### config.mk
export PLATFORM = sky130hd
export DESIGN_NAME = pll_lock_sequencer
export DESIGN_NICKNAME = d
export VERILOG_FILES = /design/src/rtl/clk_rst_pkg.sv /design/src/rtl/cdc_sync2.sv /design/src/rtl/pll_lock_sequencer.sv
export SDC_FILE = /design/constraint.sdc
export NUM_CORES = 1
export LEC_CHECK = 0
export ABC_AREA = 1
export CELL_PAD_IN_SITES_DETAIL_PLACEMENT = 1
export CELL_PAD_IN_SITES_GLOBAL_PLACEMENT = 2
export CORE_MARGIN = 4
export CORE_UTILIZATION = 37
export CTS_BUF_LIST = sky130_fd_sc_hd__clkbuf_8 sky130_fd_sc_hd__clkbuf_16
export CTS_CLUSTER_SIZE = 10
export DETAILED_ROUTE_END_ITERATION = 8
export PLACE_DENSITY = 0.84
export SYNTH_ARGS = -nofsm -noshare
export SYNTH_HDL_FRONTEND = slang
export SYNTH_SLANG_ARGS = --single-unit
export TNS_END_PERCENT = 100
### constraint.sdc
create_clock -name clkin -period 4.6 [get_ports clkin]
set_input_delay 0.92 -clock clkin [delete_from_list [all_inputs] [get_ports clkin]]
set_output_delay 0.92 -clock clkin [all_outputs]
set_load 0.02 [all_outputs]
### src/rtl/clk_rst_pkg.sv
// clk_rst_pkg: PLL sequencer state type and 27 MHz board default cycle counts
package clk_rst_pkg;
  typedef enum logic [2:0] {PLL_RST, WAIT_LOCK, STABLE, RUN, FAULT} pll_seq_state_t;
  localparam int DEF_PLL_RESET_CYCLES    = 16;
  localparam int DEF_LOCK_TIMEOUT_CYCLES = 27000;
  localparam int DEF_LOCK_STABLE_CYCLES  = 256;
  localparam int DEF_MAX_RETRIES         = 7;
endpackage

### src/rtl/cdc_sync2.sv
// cdc_sync2: W-bit two-flop synchronizer (clk, async active-high rst, d in, q synced out)
module cdc_sync2 #(
  parameter int W = 1
) (
  input  logic         clk,
  input  logic         rst,
  input  logic [W-1:0] d,
  output logic [W-1:0] q
);
  logic [W-1:0] meta;
  always_ff @(posedge clk or posedge rst)
    if (rst) begin
      meta <= '0;
      q    <= '0;
    end else begin
      meta <= d;
      q    <= meta;
    end
endmodule

### src/rtl/pll_lock_sequencer.sv
// pll_lock_sequencer: PLL reset/lock sequencer (clkin, async reset, lock, req_reset -> pll_reset, sys_reset, ready, fault, retry_cnt)
module pll_lock_sequencer
  import clk_rst_pkg::*;
#(
  parameter int PLL_RESET_CYCLES    = DEF_PLL_RESET_CYCLES,
  parameter int LOCK_TIMEOUT_CYCLES = DEF_LOCK_TIMEOUT_CYCLES,
  parameter int LOCK_STABLE_CYCLES  = DEF_LOCK_STABLE_CYCLES,
  parameter int MAX_RETRIES         = DEF_MAX_RETRIES
) (
  input  logic       clkin,
  input  logic       reset,
  input  logic       lock,
  input  logic       req_reset,
  output logic       pll_reset,
  output logic       sys_reset,
  output logic       ready,
  output logic       fault,
  output logic [3:0] retry_cnt
);
  localparam int MAX_AB = PLL_RESET_CYCLES > LOCK_TIMEOUT_CYCLES ? PLL_RESET_CYCLES : LOCK_TIMEOUT_CYCLES;
  localparam int MAX_C  = MAX_AB > LOCK_STABLE_CYCLES ? MAX_AB : LOCK_STABLE_CYCLES;
  localparam int CW     = $clog2(MAX_C) + 1;
  localparam logic [CW-1:0] RST_END  = CW'(PLL_RESET_CYCLES - 1);
  localparam logic [CW-1:0] TOUT_END = CW'(LOCK_TIMEOUT_CYCLES - 1);
  localparam logic [CW-1:0] STAB_END = CW'(LOCK_STABLE_CYCLES - 1);
  pll_seq_state_t state, state_n;
  logic [CW-1:0]  cnt;
  logic [3:0]     retry_n;
  logic           lock_s;
  cdc_sync2 #(.W(1)) u_lock_sync (
    .clk (clkin),
    .rst (reset),
    .d   (lock),
    .q   (lock_s)
  );
  always_comb begin
    state_n = state;
    retry_n = retry_cnt;
    if (req_reset) begin
      state_n = PLL_RST;
      retry_n = '0;
    end else begin
      case (state)
        PLL_RST:   state_n = cnt == RST_END ? WAIT_LOCK : PLL_RST;
        WAIT_LOCK: if (lock_s) state_n = STABLE;
                   else if (cnt == TOUT_END) begin
                     state_n = retry_cnt == 4'(MAX_RETRIES) ? FAULT : PLL_RST;
                     retry_n = retry_cnt == 4'(MAX_RETRIES) ? retry_cnt : retry_cnt + 4'd1;
                   end
        STABLE:    state_n = !lock_s ? WAIT_LOCK : cnt == STAB_END ? RUN : STABLE;
        RUN:       if (!lock_s) begin
                     state_n = PLL_RST;
                     retry_n = '0;
                   end
        default:   state_n = FAULT;
      endcase
    end
  end
  // A req_reset re-entry into PLL_RST counts as a state entry, so cnt clears even if state is unchanged.
  always_ff @(posedge clkin or posedge reset)
    if (reset) begin
      state     <= PLL_RST;
      cnt       <= '0;
      retry_cnt <= '0;
      pll_reset <= 1'b1;
      sys_reset <= 1'b1;
      ready     <= 1'b0;
      fault     <= 1'b0;
    end else begin
      state     <= state_n;
      cnt       <= (req_reset || state_n != state) ? '0 : cnt + 1'b1;
      retry_cnt <= retry_n;
      pll_reset <= state_n == PLL_RST || state_n == FAULT;
      sys_reset <= state_n != RUN;
      ready     <= state_n == RUN;
      fault     <= state_n == FAULT;
    end
endmodule
==> run metrics, run 1 <==
Required @ worst endpoint=3.68 ns; Post-CTS Hold Fix Bufs=0; post-synthesis cell area=1490 um^2; Reg area=728 um^2; Post-synth EDFFs=0; Yosys Warn Count=0; Inserted Diodes=0; CP Class=flop to primary output; combinational share of power=4.1%; final-layout fill cell count=476; initial core utilization=39.6%; Cell variety after synth=23; RSZ-0062 raised after global routing=no; leakage power=0.000796 uW; clock share of power=45.1%; Async SR Flop Fraction=100%; most common cell in the netlist=nand2_1; largest family of logic cells by synthesized area=simple AND/OR/NAND/NOR gates; Setup Buffers After CTS=0; Post-Syn Area per Cell=8.16 um^2; Die ar.=5110 um^2; Clock Path Buffers=2; Resized cells post-CTS=0; Remaining DRCs=0; Layout Nets=206; HP Start=u_lock_sync.meta; port bufs=11; Synth Net Count=189; max-cap violation count=0; WL final=3250 um; wire per inst=13.1 um; synth cell count leaders=nand2_1 (42), dfrtp_1 (27), inv_1 (23), nor2_1 (23), nor2_2 (13); Tcrit/Tclk final=50.1%; adder-cell share of the synthesized area=1.68%; status=completed; Worst path top cell family by delay=buffers and inverters; WHS=0.361 ns; Util after Layout=46.4%; critical path startpoint category=flop; worst path cell trace=clkdlybuf4s50_1; dpl hpwl=2520 um; CTS tree=done; CTS Sinks=29; Vias=1210; Max stage delay on crit path=0.59 ns; sw power=113 uW; Worst Path Buf+Inv=1; Layout area overhead=17.2%; number of global-route vias before repair=1242; IO Pins=12; GRT Total Usage=14.3%; CP max FO=1; Synth Area in XOR/XNOR=6.45%; layout cells sized above 1=15.9%; Seq/Total Area, Yosys=48.8%; Final Hold Vio Count=0; CTS buffer count=5; synthesized instance count=183; Slew HR=27.3%; hold crit path type=flop to flop; Least-Margin Pin Slew=1.09 ns; dominant synthesized flop cell=dfrtp_1; min Tclk post-route=2.30 ns; worst path arrival time=1.38 ns; VDD IR max=0.000182 V; non-filler cells, final=249; Setup Viol. Count Final=0; Worst Skew=0.00744 ns; #FFs+latches synth=29; height of the die=71.5 um; first-pass GRT wire length=5810 um; Die W=71.5 um; Critical Path Sink Type=primary output; Vias per Instance=4.86; RR Startpoint=cnt[0]; Sequential Power Share=50.8%; Synth area leaders=dfrtp_1 (45%), nand2_1 (11%), xor2_1 (5.9%), inv_1 (5.8%), nor2_1 (5.8%); Root Buffer=clkbuf_8; Final GP Congestion=0.766; area used by multi-input combinational logic=644 um^2; largest net degree at the start of global routing=30; clock latency on the worst-skew pair=0.28 ns; max-slew violations=0; core area=3770 um^2; grt ovf=0; row count=22; power density cells=293 nW/um^2; Clock Pin Slew Worst Setup and Hold Paths=0.06 ns; switch share=22.1%; drt pass-1 iters=4; Peak Freq=434 MHz; Final TNS setup=0 ns; antenna violations before repair=0; cell taking the most area after synthesis=dfrtp_1; compound-gate portion of the synthesized area=5.62%; top cell type's share of synthesized area=45.3%; post-synthesis mux area share=0.671%; internal cell power=399 uW; slowest CP cell=clkdlybuf4s50_1; Placed Instances=241; Routed Antenna Nets=0; Synth Area in Simple Gates=28.8%; DR iter-0 viols=45; H-tree levels=2; Crit. Startpoint=pll_reset
[logic make-up after synthesis]
kind of cell	count (synthesis)
simple gates	97
buf+inv	29
flops	29
compound gates	14
xor+xnor	11
fa+ha+maj	2
mux	1
[metrics by stage]
step / total power [uW] / area [um^2] / worst slack [ns]
after detailed placement: 287 / 1650 / 1.97
after CTS: 522 / 1750 / 2.27
after global routing: 541 / 1750 / 2.17
after floorplan: 281 / 1490 / 2.79
final: 512 / 1750 / 2.30
after global placement: 286 / 1650 / 2.06
[power by group through the flow]
| stage | clock, uW | sequential, uW | combinational, uW |
|---|---|---|---|
| 5_1_grt | 256 | 261 | 24.3 |
| 6_report | 231 | 260 | 20.8 |
| 4_1_cts | 240 | 260 | 21.8 |
| 3_3_place_gp | 0 | 265 | 21.0 |
| 3_5_place_dp | 0 | 265 | 21.8 |
| 2_1_floorplan | 0 | 264 | 16.5 |
[sequential cells by signal, summed over array words and instances (netlist names)]
register          flops
state                 3
u_lock_sync.q         1
cnt                  16
ready                 1
sys_reset             1
pll_reset             1
retry_cnt             4
u_lock_sync.meta      1
fault                 1
[final timing paths]
kind / cells past startpoint / endpoint / slack, ns
max: 1 / pll_reset / 2.30
min: 0 / u_lock_sync.q / 0.36
max reg2reg: 12 / cnt[0] / 2.70
min reg2reg: 0 / u_lock_sync.q / 0.36
max in group asynchronous: 2 / cnt[12] / 2.72
min in group asynchronous: 2 / state[1] / 1.21
[cells in the final DEF (no fill, tap or decap)]
| cell type | Yosys | layout |
|---|---|---|
| clkbuf_8 | 0 | 7 |
| nand2_2 | 2 | 2 |
| o211ai_1 | 1 | 1 |
| nor3_1 | 3 | 3 |
| clkinv_2 | 0 | 1 |
| xnor2_1 | 1 | 1 |
| a22oi_1 | 1 | 1 |
| nor2_2 | 13 | 13 |
| dfrtp_1 | 27 | 27 |
| clkdlybuf4s50_1 | 0 | 11 |
| a31oi_1 | 1 | 1 |
| o21ai_0 | 5 | 5 |
| inv_2 | 5 | 5 |
| a21oi_2 | 2 | 2 |
| nor2_1 | 23 | 23 |
| nand2_1 | 42 | 42 |
| dfstp_2 | 2 | 2 |
| nand3_1 | 9 | 9 |
| xor2_1 | 10 | 10 |
| nor4_1 | 1 | 1 |
| mux2i_1 | 1 | 1 |
| nand4_1 | 4 | 4 |
| inv_1 | 23 | 23 |
| ha_1 | 2 | 2 |
| a21oi_1 | 4 | 4 |
[final cells by class]
class | instances | share of cell area (%)
Multi-Input combinational cell | 125 | 36.8
Clock buffer | 7 | 5.51
Sequential cell | 29 | 41.6
Inverter | 28 | 6.01
Timing Repair Buffer | 11 | 6.29
Clock inverter | 1 | 0.286
Tap cell | 48 | 3.43
[routing by layer]
layer	up-vias	global-route usage, %	routed length, um
met4	0	5.01	52
met3	5	3.79	71
li1	605	-	-
met1	590	18.1	1560
met5	-	0	0
met2	10	23.6	1570
(Power assumes the default switching activity.)
==> run 2: changes to the inputs <==
CORE_UTILIZATION = 34   (was 37)
PLACE_DENSITY = 0.78   (was 0.84)
clock period = 2.2 ns   (was 4.6 ns; I/O delays follow)
==> run 2 against run 1 <==
- routed wire length rose by 2.7%
- global-route usage rose by 0.17 points
- clock power rose by 93%
- register-to-register slack got worse by 2.4 ns
- final cell count rose by 1.6%
- sequential cell count did not move
- critical path depth rose by 11
- clock-buffer cell count fell by 2
- combinational power rose by 150%
- largest power group unchanged
- via count fell by 1.5%
- hold slack improved by 0.0048 ns
- critical path type is now flop to flop
- non-clock buffer count rose by 2
==> run metrics, run 2 (synthesis gave the netlist of run 1 again) <==
WL final=3340 um (+2.7%); Peak Freq=528 MHz; core area=4120 um^2 (+9.1%); max-cap violation count=0 (unchanged); Vias per Instance=4.71 (-3.0%); hold crit path type=flop to flop; Setup Viol. Count Final=0 (unchanged); Most flops, register=cnt; port bufs=11 (unchanged); Placed Instances=245 (+1.7%); Clock Path Buffers=2 (unchanged); layout cells sized above 1=16.7% (+0.83 points); Placement Cell Area=1680 um^2 (+1.8%); critical path startpoint category=flop; most frequent cells in the layout=nand2_1 (42), dfrtp_1 (27), inv_1 (23), nor2_1 (23), nor2_2 (13); Final GP Congestion=0.783 (+2.2%); Setup WS pre-CTS=0.179 ns (-1.80 ns); Tcrit/Tclk final=86.1%; Least-Margin Pin Slew=0.535 ns (-0.554 ns); first-pass GRT wire length=6110 um (+5.1%); power density cells=589 nW/um^2 (+100%); IO Pins=12 (unchanged); antenna violations before repair=0 (unchanged); Met3 Routed Length=97 um (+37%); Final Hold Vio Count=0 (unchanged); largest net degree at the start of global routing=19 (-37%); max FFs per register=16 (unchanged); RSZ-0062 raised after global routing=no; DR iter-0 viols=21 (-53%); Vias=1192 (-1.5%); Slew HR=64.3% (+37 points); drt pass-1 iters=4 (unchanged); grt ovf=0 (unchanged); top routing layer used=met4; wire per inst=13.2 um (+1.1%); initial core utilization=36.3% (-3.3 points); non-filler cells, final=253 (+1.6%); dpl hpwl=2630 um (+4.6%); CTS buffer count=5 (unchanged); Layout area overhead=18.5%; Post-CTS Hold Fix Bufs=0 (unchanged); final-layout fill cell count=514 (+8.0%); Clock Pin Slew Worst Setup and Hold Paths=0.07 ns (about the same); Final TNS setup=0 ns (unchanged); row count=23 (+4.5%); Remaining DRCs=0 (unchanged); H-tree levels=2 (unchanged); post-route setup slack=0.307 ns (-1.99 ns); Root Buffer=clkbuf_8; Die W=74.3 um (+3.8%); CTS Sinks=29 (unchanged); leakage power=0.000792 uW (-0.46%); clock latency on the worst-skew pair=0.29 ns (about the same); CTS tree=done; max-slew violations=0 (unchanged); commonest non-fill, non-tap cell in the layout=nand2_1; Setup Buffers After CTS=0 (unchanged); Resized cells post-CTS=0 (unchanged); Post-Layout Inst Area=1770 um^2 (+1.1%); Layout Nets=208 (+0.97%); height of the die=74.3 um (+3.8%); Inserted Diodes=0 (unchanged); CP Class=flop to flop; CP max FO=16 (+15); Die ar.=5510 um^2 (+7.8%); top flop regs=cnt x16, retry_cnt x4, state x3; Routed Antenna Nets=0 (unchanged); Required @ worst endpoint=2.40 ns (-1.28 ns); met2 WL=1610 um (+2.1%); number of global-route vias before repair=1308 (+5.3%); status=completed; VDD IR max=0.000262 V (+44%); min Tclk post-route=1.89 ns; Worst Skew=0.0116 ns (+0.00414 ns); worst path arrival time=2.10 ns (+0.72 ns); wl on met1=1580 um (+1.3%); GRT Total Usage=14.5% (+0.17 points); Critical Path Sink Type=flop
[run 2: power by group]
| part | leakage (uW) | switching (uW) | total, uW | internal [uW] |
|---|---|---|---|---|
| combinational | 0.000364 | 33.8 | 51.6 | 17.7 |
| sequential | 0.000392 | 4.91 | 544 | 539 |
| clock | 0.0000364 | 225 | 446 | 221 |
| total | 0.000792 | 263 | 1040 | 778 |
[run 2: worst max-delay path: stages (launching register included)]
cell     delay [ns]
dfrtp_1        0.40
ha_1           0.23
nand2_1        0.09
inv_2          0.04
nand2_1        0.11
nor2_2         0.05
nand2_1        0.07
nand2_1        0.06
nand2_1        0.09
nand2_1        0.09
a21oi_2        0.14
nand2_2        0.27
nor2_2         0.17
[run 2: final timing paths]
path	from	to	slack, ns	cells past startpoint
min in group asynchronous	reset	ready	0.49	2
worst max-delay path	cnt[0]	cnt[14]	0.31	12
max in group asynchronous	reset	cnt[13]	1.22	3
worst min-delay path	u_lock_sync.meta	u_lock_sync.q	0.37	0
worst max register to register	cnt[0]	cnt[14]	0.31	12
worst min register to register	u_lock_sync.meta	u_lock_sync.q	0.37	0
[run 2: per-layer routing]
metal,up-vias,global-route usage (%)
li1,604,-
met1,569,18.5
met4,0,5.34
met3,6,3.65
met2,13,23.7
met5,-,0
[run 2: layout make-up]
cell class	count	area [um^2]	share of cell area [%]
clock buffers	5	68.8	3.89
clock inverters	3	22.5	1.27
inverters	28	105	5.94
multi-input cells	125	644	36.4
flip-flops and latches	29	728	41.2
well taps	50	62.6	3.54
repair buffers	13	138	7.78
[run 2: per-stage QoR]
stage | hold WS (ns) | power (uW) | utilization [%]
after global placement | 0.332 | 604 | 40.8
after detailed placement | 0.352 | 607 | 40.8
after global routing | 0.372 | 1090 | 43.0
final | 0.366 | 1040 | 43.0
after floorplan | 0.331 | 587 | -
after CTS | 0.368 | 1060 | 43.0
